**config.mk**
```make
export PLATFORM = sky130hd
export DESIGN_NAME = mem_access
export DESIGN_NICKNAME = d
export VERILOG_FILES = /design/src/rtl/mem_pkg.sv /design/src/rtl/rsp_fifo.sv /design/src/rtl/mem_access.sv
export SDC_FILE = /design/constraint.sdc
export NUM_CORES = 1
export LEC_CHECK = 0
export ABC_CLOCK_PERIOD_IN_PS = 3350
export BUFFER_PORTS_ARGS = -buffer_cell sky130_fd_sc_hd__buf_2
export CAP_MARGIN = 40
export CORE_MARGIN = 1
export CORE_UTILIZATION = 42
export CTS_CLUSTER_SIZE = 25
export DETAILED_ROUTE_END_ITERATION = 8
export PLACE_DENSITY = 0.72
export SLEW_MARGIN = 5
export SYNTH_ARGS = -nofsm -noshare
export SYNTH_HDL_FRONTEND = slang
export SYNTH_SLANG_ARGS = --single-unit
export TNS_END_PERCENT = 30
```
**constraint.sdc**
```tcl
create_clock -name clk -period 3.35 [get_ports clk]
set_clock_uncertainty 0.05 [all_clocks]
set_input_delay 0.335 -clock clk [delete_from_list [all_inputs] [get_ports clk]]
set_output_delay 0.335 -clock clk [all_outputs]
set_load 0.02 [all_outputs]
```
**src/rtl/mem_pkg.sv**
```systemverilog
// Shared types and the byte-to-bank lane mapping for the dual-bank (even/odd) memory front end.
package mem_pkg;

    typedef enum logic {
        SIZE_BYTE = 1'b0,
        SIZE_WORD = 1'b1
    } req_size_t;

    typedef struct packed {
        logic [15:0] rdata;
        logic        err;
    } rsp_t;

    typedef struct packed {
        logic [14:0] even_addr;
        logic [14:0] odd_addr;
        logic        even_en;
        logic        odd_en;
        logic        swap;
    } lane_map_t;

    typedef struct packed {
        logic      valid;
        req_size_t size;
        logic      swap;
        logic      write;
        logic      err;
    } inflight_t;

    function automatic lane_map_t lane_map(input logic [15:0] addr, input req_size_t size);
        lane_map_t   m;
        logic [14:0] w;
        w      = addr[15:1];
        m      = '0;
        m.swap = addr[0];
        if (size == SIZE_WORD) begin
            m.even_en  = 1'b1;
            m.odd_en   = 1'b1;
            m.odd_addr = w;
            // Unaligned high byte lives in the next even word; 0x7FFF wraps to 0x0000.
            m.even_addr = addr[0] ? w + 15'd1 : w;
        end else if (addr[0]) begin
            m.odd_en   = 1'b1;
            m.odd_addr = w;
        end else begin
            m.even_en   = 1'b1;
            m.even_addr = w;
        end
        return m;
    endfunction

endpackage

```
**src/rtl/rsp_fifo.sv**
```systemverilog
// Small synchronous response FIFO; a push and a pop in the same cycle are accepted even when full.
module rsp_fifo #(
    parameter int unsigned DEPTH   = 2,
    parameter type         entry_t = logic
) (
    input  logic                         clk,
    input  logic                         reset,
    input  logic                         push,
    input  entry_t                       push_data,
    input  logic                         pop,
    output entry_t                       head,
    output logic [$clog2(DEPTH+1)-1:0]   count
);

    localparam int unsigned PtrW = (DEPTH > 1) ? $clog2(DEPTH) : 1;
    localparam int unsigned CntW = $clog2(DEPTH + 1);

    entry_t          mem_q [DEPTH];
    entry_t          mem_d [DEPTH];
    logic [PtrW-1:0] wr_ptr_q, wr_ptr_d;
    logic [PtrW-1:0] rd_ptr_q, rd_ptr_d;
    logic [CntW-1:0] count_q, count_d;
    logic            do_push, do_pop;

    function automatic logic [PtrW-1:0] ptr_inc(input logic [PtrW-1:0] p);
        return (p == PtrW'(DEPTH - 1)) ? '0 : p + PtrW'(1);
    endfunction

    always_comb begin
        do_pop   = pop && (count_q != '0);
        do_push  = push && ((count_q != CntW'(DEPTH)) || do_pop);
        mem_d    = mem_q;
        wr_ptr_d = wr_ptr_q;
        rd_ptr_d = rd_ptr_q;
        if (do_push) begin
            mem_d[wr_ptr_q] = push_data;
            wr_ptr_d        = ptr_inc(wr_ptr_q);
        end
        if (do_pop) begin
            rd_ptr_d = ptr_inc(rd_ptr_q);
        end
        count_d = count_q + CntW'(do_push) - CntW'(do_pop);
    end

    always_ff @(posedge clk) begin
        if (reset) begin
            for (int unsigned i = 0; i < DEPTH; i++) begin
                mem_q[i] <= '0;
            end
            wr_ptr_q <= '0;
            rd_ptr_q <= '0;
            count_q  <= '0;
        end else begin
            mem_q    <= mem_d;
            wr_ptr_q <= wr_ptr_d;
            rd_ptr_q <= rd_ptr_d;
            count_q  <= count_d;
        end
    end

    always_comb begin
        head  = (count_q != '0) ? mem_q[rd_ptr_q] : '0;
        count = count_q;
    end

endmodule

```
**src/rtl/mem_access.sv**
```systemverilog
// Byte-addressed load/store front end: splits requests onto the even/odd banks, blocks ROM stores,
// reassembles read data one cycle later and returns in-order responses through rsp_fifo.
module mem_access #(
    parameter logic [15:0] ROMBASE = 16'h4000,
    parameter int unsigned DEPTH   = 2
) (
    input  logic        clk,
    input  logic        reset,
    input  logic        req_valid,
    output logic        req_ready,
    input  logic        req_write,
    input  logic        req_word,
    input  logic [15:0] req_addr,
    input  logic [15:0] req_wdata,
    output logic        rsp_valid,
    input  logic        rsp_ready,
    output logic [15:0] rsp_rdata,
    output logic        rsp_err,
    output logic [14:0] read_addr_even,
    output logic [14:0] read_addr_odd,
    input  logic [7:0]  read_data_even,
    input  logic [7:0]  read_data_odd,
    output logic [14:0] write_addr_even,
    output logic [14:0] write_addr_odd,
    output logic [7:0]  write_data_even,
    output logic [7:0]  write_data_odd,
    output logic        write_en_even,
    output logic        write_en_odd
);

    import mem_pkg::*;

    localparam int unsigned CntW = $clog2(DEPTH + 1);
    localparam int unsigned OccW = CntW + 1;

    req_size_t       req_size;
    lane_map_t       lanes;
    logic [15:0]     addr_hi;
    logic            rom_hit;
    logic            accept;
    logic            pop;
    logic [CntW-1:0] count;
    logic [OccW-1:0] occ_next;
    inflight_t       inflight_q, inflight_d;
    rsp_t            push_rsp, head;
    logic [7:0]      lo_byte, hi_byte;

    // The in-flight entry is counted against capacity so it always has a FIFO slot next edge.
    always_comb begin
        rsp_valid = (count != '0);
        rsp_rdata = head.rdata;
        rsp_err   = head.err;
        pop       = rsp_valid && rsp_ready;
        occ_next  = OccW'(count) + OccW'(inflight_q.valid) - OccW'(pop);
        req_ready = !reset && (occ_next < OccW'(DEPTH));
        accept    = req_valid && req_ready;
    end

    always_comb begin
        req_size = req_word ? SIZE_WORD : SIZE_BYTE;
        lanes    = lane_map(req_addr, req_size);
        addr_hi  = req_addr + 16'd1;
        rom_hit  = (req_addr >= ROMBASE) || (req_word && (addr_hi >= ROMBASE));

        read_addr_even  = '0;
        read_addr_odd   = '0;
        write_addr_even = '0;
        write_addr_odd  = '0;
        write_data_even = '0;
        write_data_odd  = '0;
        write_en_even   = 1'b0;
        write_en_odd    = 1'b0;

        if (accept && !req_write) begin
            read_addr_even = lanes.even_addr;
            read_addr_odd  = lanes.odd_addr;
        end
        if (accept && req_write) begin
            write_addr_even = lanes.even_addr;
            write_addr_odd  = lanes.odd_addr;
            if (lanes.even_en) begin
                write_data_even = (req_word && lanes.swap) ? req_wdata[15:8] : req_wdata[7:0];
            end
            if (lanes.odd_en) begin
                write_data_odd = (req_word && !lanes.swap) ? req_wdata[15:8] : req_wdata[7:0];
            end
            write_en_even = lanes.even_en && !rom_hit;
            write_en_odd  = lanes.odd_en && !rom_hit;
        end
    end

    always_comb begin
        inflight_d = '0;
        if (accept) begin
            inflight_d.valid = 1'b1;
            inflight_d.size  = req_size;
            inflight_d.swap  = lanes.swap;
            inflight_d.write = req_write;
            inflight_d.err   = req_write && rom_hit;
        end
    end

    always_ff @(posedge clk) begin
        if (reset) begin
            inflight_q <= '0;
        end else begin
            inflight_q <= inflight_d;
        end
    end

    // Bank data arrives this cycle for the request accepted at the previous edge.
    always_comb begin
        lo_byte  = inflight_q.swap ? read_data_odd : read_data_even;
        hi_byte  = inflight_q.swap ? read_data_even : read_data_odd;
        push_rsp = '0;
        if (inflight_q.write) begin
            push_rsp.err = inflight_q.err;
        end else if (inflight_q.size == SIZE_WORD) begin
            push_rsp.rdata = {hi_byte, lo_byte};
        end else begin
            push_rsp.rdata = {8'h00, lo_byte};
        end
    end

    rsp_fifo #(
        .DEPTH   (DEPTH),
        .entry_t (rsp_t)
    ) u_rsp_fifo (
        .clk       (clk),
        .reset     (reset),
        .push      (inflight_q.valid),
        .push_data (push_rsp),
        .pop       (pop),
        .head      (head),
        .count     (count)
    );

endmodule

```
* Word level (Yosys, flattened, before mapping)
Index checks and enable logic that the tools add are counted.
Word-level totals: logic and storage cells 86, output and inout port bits 97, input port bits 54, register bits 43
Cells by class: reductions and logical operators 22, muxes and demuxes 34, bitwise logic cells 3, equal/unequal tests 1, add/subtract/negate cells 8, order comparisons 6
Operator list (number):
- 15-bit 2-to-1 mux | 7
- 17-bit 2-to-1 mux | 5
- 8-bit 2-to-1 mux | 8
- 34-bit bitwise mux | 1
- 16-bit by 15-bit >= comparator with 1-bit output (second input constant) | 2
- 16-bit 2-to-1 mux | 2
- 32-bit 2-to-1 mux | 1
- 17-bit demux with 1-bit select | 1
- 16-bit by 1-bit adder with 16-bit output (second input constant) | 1
- 15-bit by 1-bit adder with 15-bit output (second input constant) | 1
- 1-bit logical AND | 14
- 1-bit 2-to-1 mux | 8
- 5-bit 2-to-1 mux | 1
- 2-bit >= comparator (second input constant) | 2
- 1-bit logical NOT | 4
- 1-bit NOT with 2-bit output | 2
- 2-bit by 1-bit adder with 3-bit output | 1
- 3-bit by 2-bit < comparator with 1-bit output (second input constant) | 1
- 3-bit by 1-bit subtractor with 3-bit output | 1
- 1-bit adder (second input constant) | 2
- 2-bit by 1-bit adder with 2-bit output | 1
- 1-bit logical OR | 2
- 2-bit by 1-bit < comparator with 1-bit output (second input constant) | 1
- 2-bit inequality test (second input constant) | 1
- 4 further kinds | 4

* Logic depth before layout (Yosys ltp)
depth after elaboration 8, mapped depth 13, gate-level depth less buffers 10

* Cells and area by module
A second synthesis with hierarchy kept.
Second synthesis, totals: cells, all modules 487, area total of the unflattened synthesis 3631.0 µm²
By module, submodules not included:
- rsp_fifo | cells an instance 210, seq. area each 760.7 µm², instances 1, area each 1865.5 µm²
- mem_access | cells an instance 277, seq. area each 100.1 µm², instances 1, area each 1765.4 µm²

* Worst setup path after synthesis
Ideal clock, no wire load.
path kind register to output, start point register u_rsp_fifo.count_q[1] (netlist: u_rsp_fifo.count[1]), end point output port write_en_odd, cell stages (with the launch flop) 11, arrival 2.855 ns, data required time 2.965 ns, buffers on the path 1, path slack 0.110 ns, cells stage by stage dfxtp_1 > buf_4 > o21ai_0 > inv_1 > ha_1 > inv_1 > nand2_1 > fa_1 > nand4b_1 > nor3_1 > nor4b_1
On the way: longest elaborated chain between the ends 8, elaborated cells on any way between the ends 9, those cells by class 2 x add/sub; 1 x order compare; 1 x mux; 5 x reduce/logical
RTL lines:
- start, declared | RTL line rsp_fifo.sv:22 | logic [CntW-1:0] count_q, count_d;
- start signal, assigned | RTL line rsp_fifo.sv:57 | count_q <= count_d;
- branches (longest 2 deep; another with 2-bit by 1-bit adder with 3-bit output)
- 3-bit by 1-bit subtractor with 3-bit output * | RTL line mem_access.sv:54 | occ_next = OccW'(count) + OccW'(inflight_q.valid) - OccW'(pop);
- 3-bit by 2-bit < comparator with 1-bit output * | RTL line mem_access.sv:55 | req_ready = !reset && (occ_next < OccW'(DEPTH));
- 1-bit logical AND * | RTL line mem_access.sv:55
- 1-bit logical AND * | RTL line mem_access.sv:56 | accept = req_valid && req_ready;
- 1-bit logical AND * | RTL line mem_access.sv:78 | if (accept && req_write) begin
- 1-bit 2-to-1 mux * | RTL line mem_access.sv:78
- end, declared | RTL line mem_access.sv:28 | output logic write_en_odd
Every way passes the cells marked *.

* Final worst setup path
start point register u_rsp_fifo.count_q[1] (netlist: u_rsp_fifo.count[1]), end point output port write_addr_even[14]
On the way: longest elaborated chain between the ends 8, elaborated cells on any way between the ends 9, those cells by class 2 x add/sub; 1 x order compare; 1 x mux; 5 x reduce/logical
RTL lines:
- branches (longest 2 deep; another with 2-bit by 1-bit adder with 3-bit output)
- 3-bit by 1-bit subtractor with 3-bit output * | RTL line mem_access.sv:54
- 3-bit by 2-bit < comparator with 1-bit output * | RTL line mem_access.sv:55
- 1-bit logical AND * | RTL line mem_access.sv:55
- 1-bit logical AND * | RTL line mem_access.sv:56
- 1-bit logical AND * | RTL line mem_access.sv:78
- 15-bit 2-to-1 mux * | RTL line mem_access.sv:78
- end, declared | RTL line mem_access.sv:23 | output logic [14:0] write_addr_even,
Marks and branches as above.

==> out/metrics.yaml <==
run_status:
  status: "finished clean"
clock_network:
  clock_sinks: 43
  cts_root_buffer: "clkbuf_8"
  clk_path_buf_depth: 2
  clk_latency_ns: 0.29
  clk_pin_slew_ns: 0.08
  cts_tree: "yes"
  cts_hold_buf: 0
  cts_inserted_buffers: 5
  htreeDepth: 2
critical_path:
  r2r_end: "inflight_q[3]$_SDFF_PP0_"
  regToRegStartpoint: "u_rsp_fifo.count[1]$_SDFF_PP0_"
  startpoint_type: "flip-flop"
  endpoint: "write_addr_even[14]"
  timing.critical_path.from: "u_rsp_fifo.count[1]$_SDFF_PP0_"
  reg2reg_depth: 9
  crit_type: "reg -> out"
  worst-path-max-fanout: 8
  crit_path_end_kind: "primary output"
  crit_required_ns: 2.96
  r2r_slack_ns: 1.04
  cp.arrival_ns: 2.87
logic_synthesis:
  synthMostInstantiatedCell: "mux2i_1"
  synth_common_cells: "mux2i_1, dfxtp_1, nand2_1"
  synth_top_cell_by_area: "dfxtp_1"
  syn_avg_cell_area_um2: 8.039
  synth-main-ff-cell: "dfxtp_1"
  ys_types: 49
  synth_area_leaders: "dfxtp_1, mux2i_1, nand2b_1"
  synth_nets: 509
  synth_edf_count: 0
  yosys_warnings: 0
  ys_ff_latch: 43
  ys_seq_area_frac: 0.2396
  syn_area_um2: 3593
  syn_inst: 447
  synthDominantCellAreaShare: 0.2396
  ys_async_sr_fraction: 0
floorplan:
  core_region_area_um2: 8258
  rows: 33
  start_util: 0.4352
  io_pins: 151
  fp.dieH_um: 94.50
  die_x_um: 94.50
  die_area_um2: 8929
routing:
  wl_per_cell_um: 15.30
  dr.pass1.iters: 5
  vias: 3808
  wl_um: 10570
  dr.first_iter.drc_count: 181
  drc: 0
  routed_via_density: 5.511
  ant_nets: 0
finish:
  design_area_um2: 4621
  fin_util: 0.5595
  antenna_cells: 0
  area_delta_synth_final_pct: 28.59
  final_layout_size_suffix_gt1_frac: 0.3754
  layout.nets: 647
sta:
  holdWs_ns: 0.3589
  relSlewSlack: 0.4935
  maxSlewViolCount: 0
  finalCritPeriodShare: 0.9706
  worstMarginPinSlew_ns: 0.7528
  timing.fmax_mhz: 307.6
  period_needed_ns: 3.251
  hold_violations: 0
  setup_ws_ns: 0.09857
  setup_violations: 0
place:
  routabilityCongestion: 0.8522
  dpl.hpwl_um: 7845
  port_buffers: 150
  place_ws_ns: 0.06948
  postPlaceCellArea_um2: 4352
power_and_ir_drop:
  p_per_area_nw_per_um2: 484.4
  ir_worst_vdd_mv: 0.2159
  leakagePower_nw: 2.223
  p_total_w: 0.002238
global_route:
  grt_pass1_wl_um: 16420
  grt_antenna_before_repair: 0
  track_usage: 0.2326
  grt_start_max_net_pins: 48
  grt_pass1_vias: 3465
  overflow: 0
job:
  cap_violations: 0
hold_path:
  hp-class: "in -> reg"
  hold_start: "req_word"
==> per-layer routing <==
layer  up-vias  wire, um  global-route usage
li1       1844         -                   -
met1      1789      4469              0.2786
met2       160      5269              0.4233
met3        15       666             0.04267
met4         0       163             0.06187
met5         -         0                   0
==> flip-flops by register name (all words and copies together), names as in the netlist <==
name,flops
inflight_q,5
u_rsp_fifo.count,2
u_rsp_fifo.mem_q,34
u_rsp_fifo.rd_ptr_q,1
u_rsp_fifo.wr_ptr_q,1
==> logic make-up (layout without fill, tap and decap cells) <==
logic type | count (synthesis) | count (layout) | synth area share
AND/OR/NAND/NOR | 220 | 220 | 0.3520
multiplexers | 80 | 80 | 0.2284
buffers and inverters | 49 | 188 | 0.07103
AO/OA/AOI/OAI | 43 | 43 | 0.06720
flip-flops | 43 | 43 | 0.2396
adder cells (fa/ha/maj) | 8 | 8 | 0.02994
XOR/XNOR | 4 | 4 | 0.01184
==> placed cells by master, fill, tap and decap left out, types with 7 or more instances in the layout <==
cell,instances
buf_2,150
mux2i_1,63
dfxtp_1,41
nand2_1,39
nand2b_1,35
a21oi_1,32
nor2_1,29
and2_1,27
nand3_1,24
buf_4,18
nand4_1,16
mux2_2,16
or3_1,13
inv_1,8
nor4_2,7
==> layout make-up <==
cell class                      count  area, um^2
Sequential cell                    43       863.3
Tap cell                          105       131.4
Clock inverter                      3       43.79
Clock buffer                        5       68.82
Multi-Input combinational cell    355        2566
Fill cell                         809        3637
Timing Repair Buffer              169       905.9
Inverter                           11       41.29
==> where the power goes <==
group,leakage [nW],total (W),switching (W),internal (W)
Clock,0.0581,0.000404,0.000182,0.000222
Sequential,0.349,0.000627,0.0000512,0.000576
Combinational,1.82,0.00121,0.000732,0.000476
Total,2.22,0.00224,0.000965,0.00127
==> worst max-delay path: stages, from the launching register on <==
cell and delay [ns]:
dfxtp_2 0.33, o21ai_2 0.17, inv_2 0.07, ha_4 0.21, inv_2 0.06, nand2_2 0.06
fa_2 0.65, and4b_1 0.26, buf_4 0.17, nand4_1 0.10, mux2i_1 0.25, buf_2 0.24
==> metrics by stage <==
stage,cells,TNS [ns]
floorplan,447,0
global placement,676,0
detailed placement,676,0
CTS,687,0
global route,691,-0.07029
finish,691,0
==> worst min path at each step <==
stage / endpoint / slack, ns / cells after the start
final: inflight_q[3]$_SDFF_PP0_ / 0.36 / 2
after global routing: inflight_q[3]$_SDFF_PP0_ / 0.35 / 2
after CTS: u_rsp_fifo.rd_ptr_q$_SDFFE_PP0P_ / 0.32 / 4
after detailed placement: u_rsp_fifo.mem_q[23]$_SDFFE_PP0P_ / 0.42 / 2
after global placement: u_rsp_fifo.mem_q[30]$_SDFFE_PP0P_ / 0.41 / 2
after floorplan: u_rsp_fifo.mem_q[26]$_SDFFE_PP0P_ / 0.40 / 2
==> what timing repair did <==
| action | CTS | global route |
|---|---|---|
| setup endpoints to repair | 47 | 67 |
| gates resized for setup | 9 | 12 |
| pin swaps | 2 | 2 |
| setup buffers | 3 | 3 |
| cloned | 0 | 1 |
No activity file was read; power rests on OpenSTA's default activity.
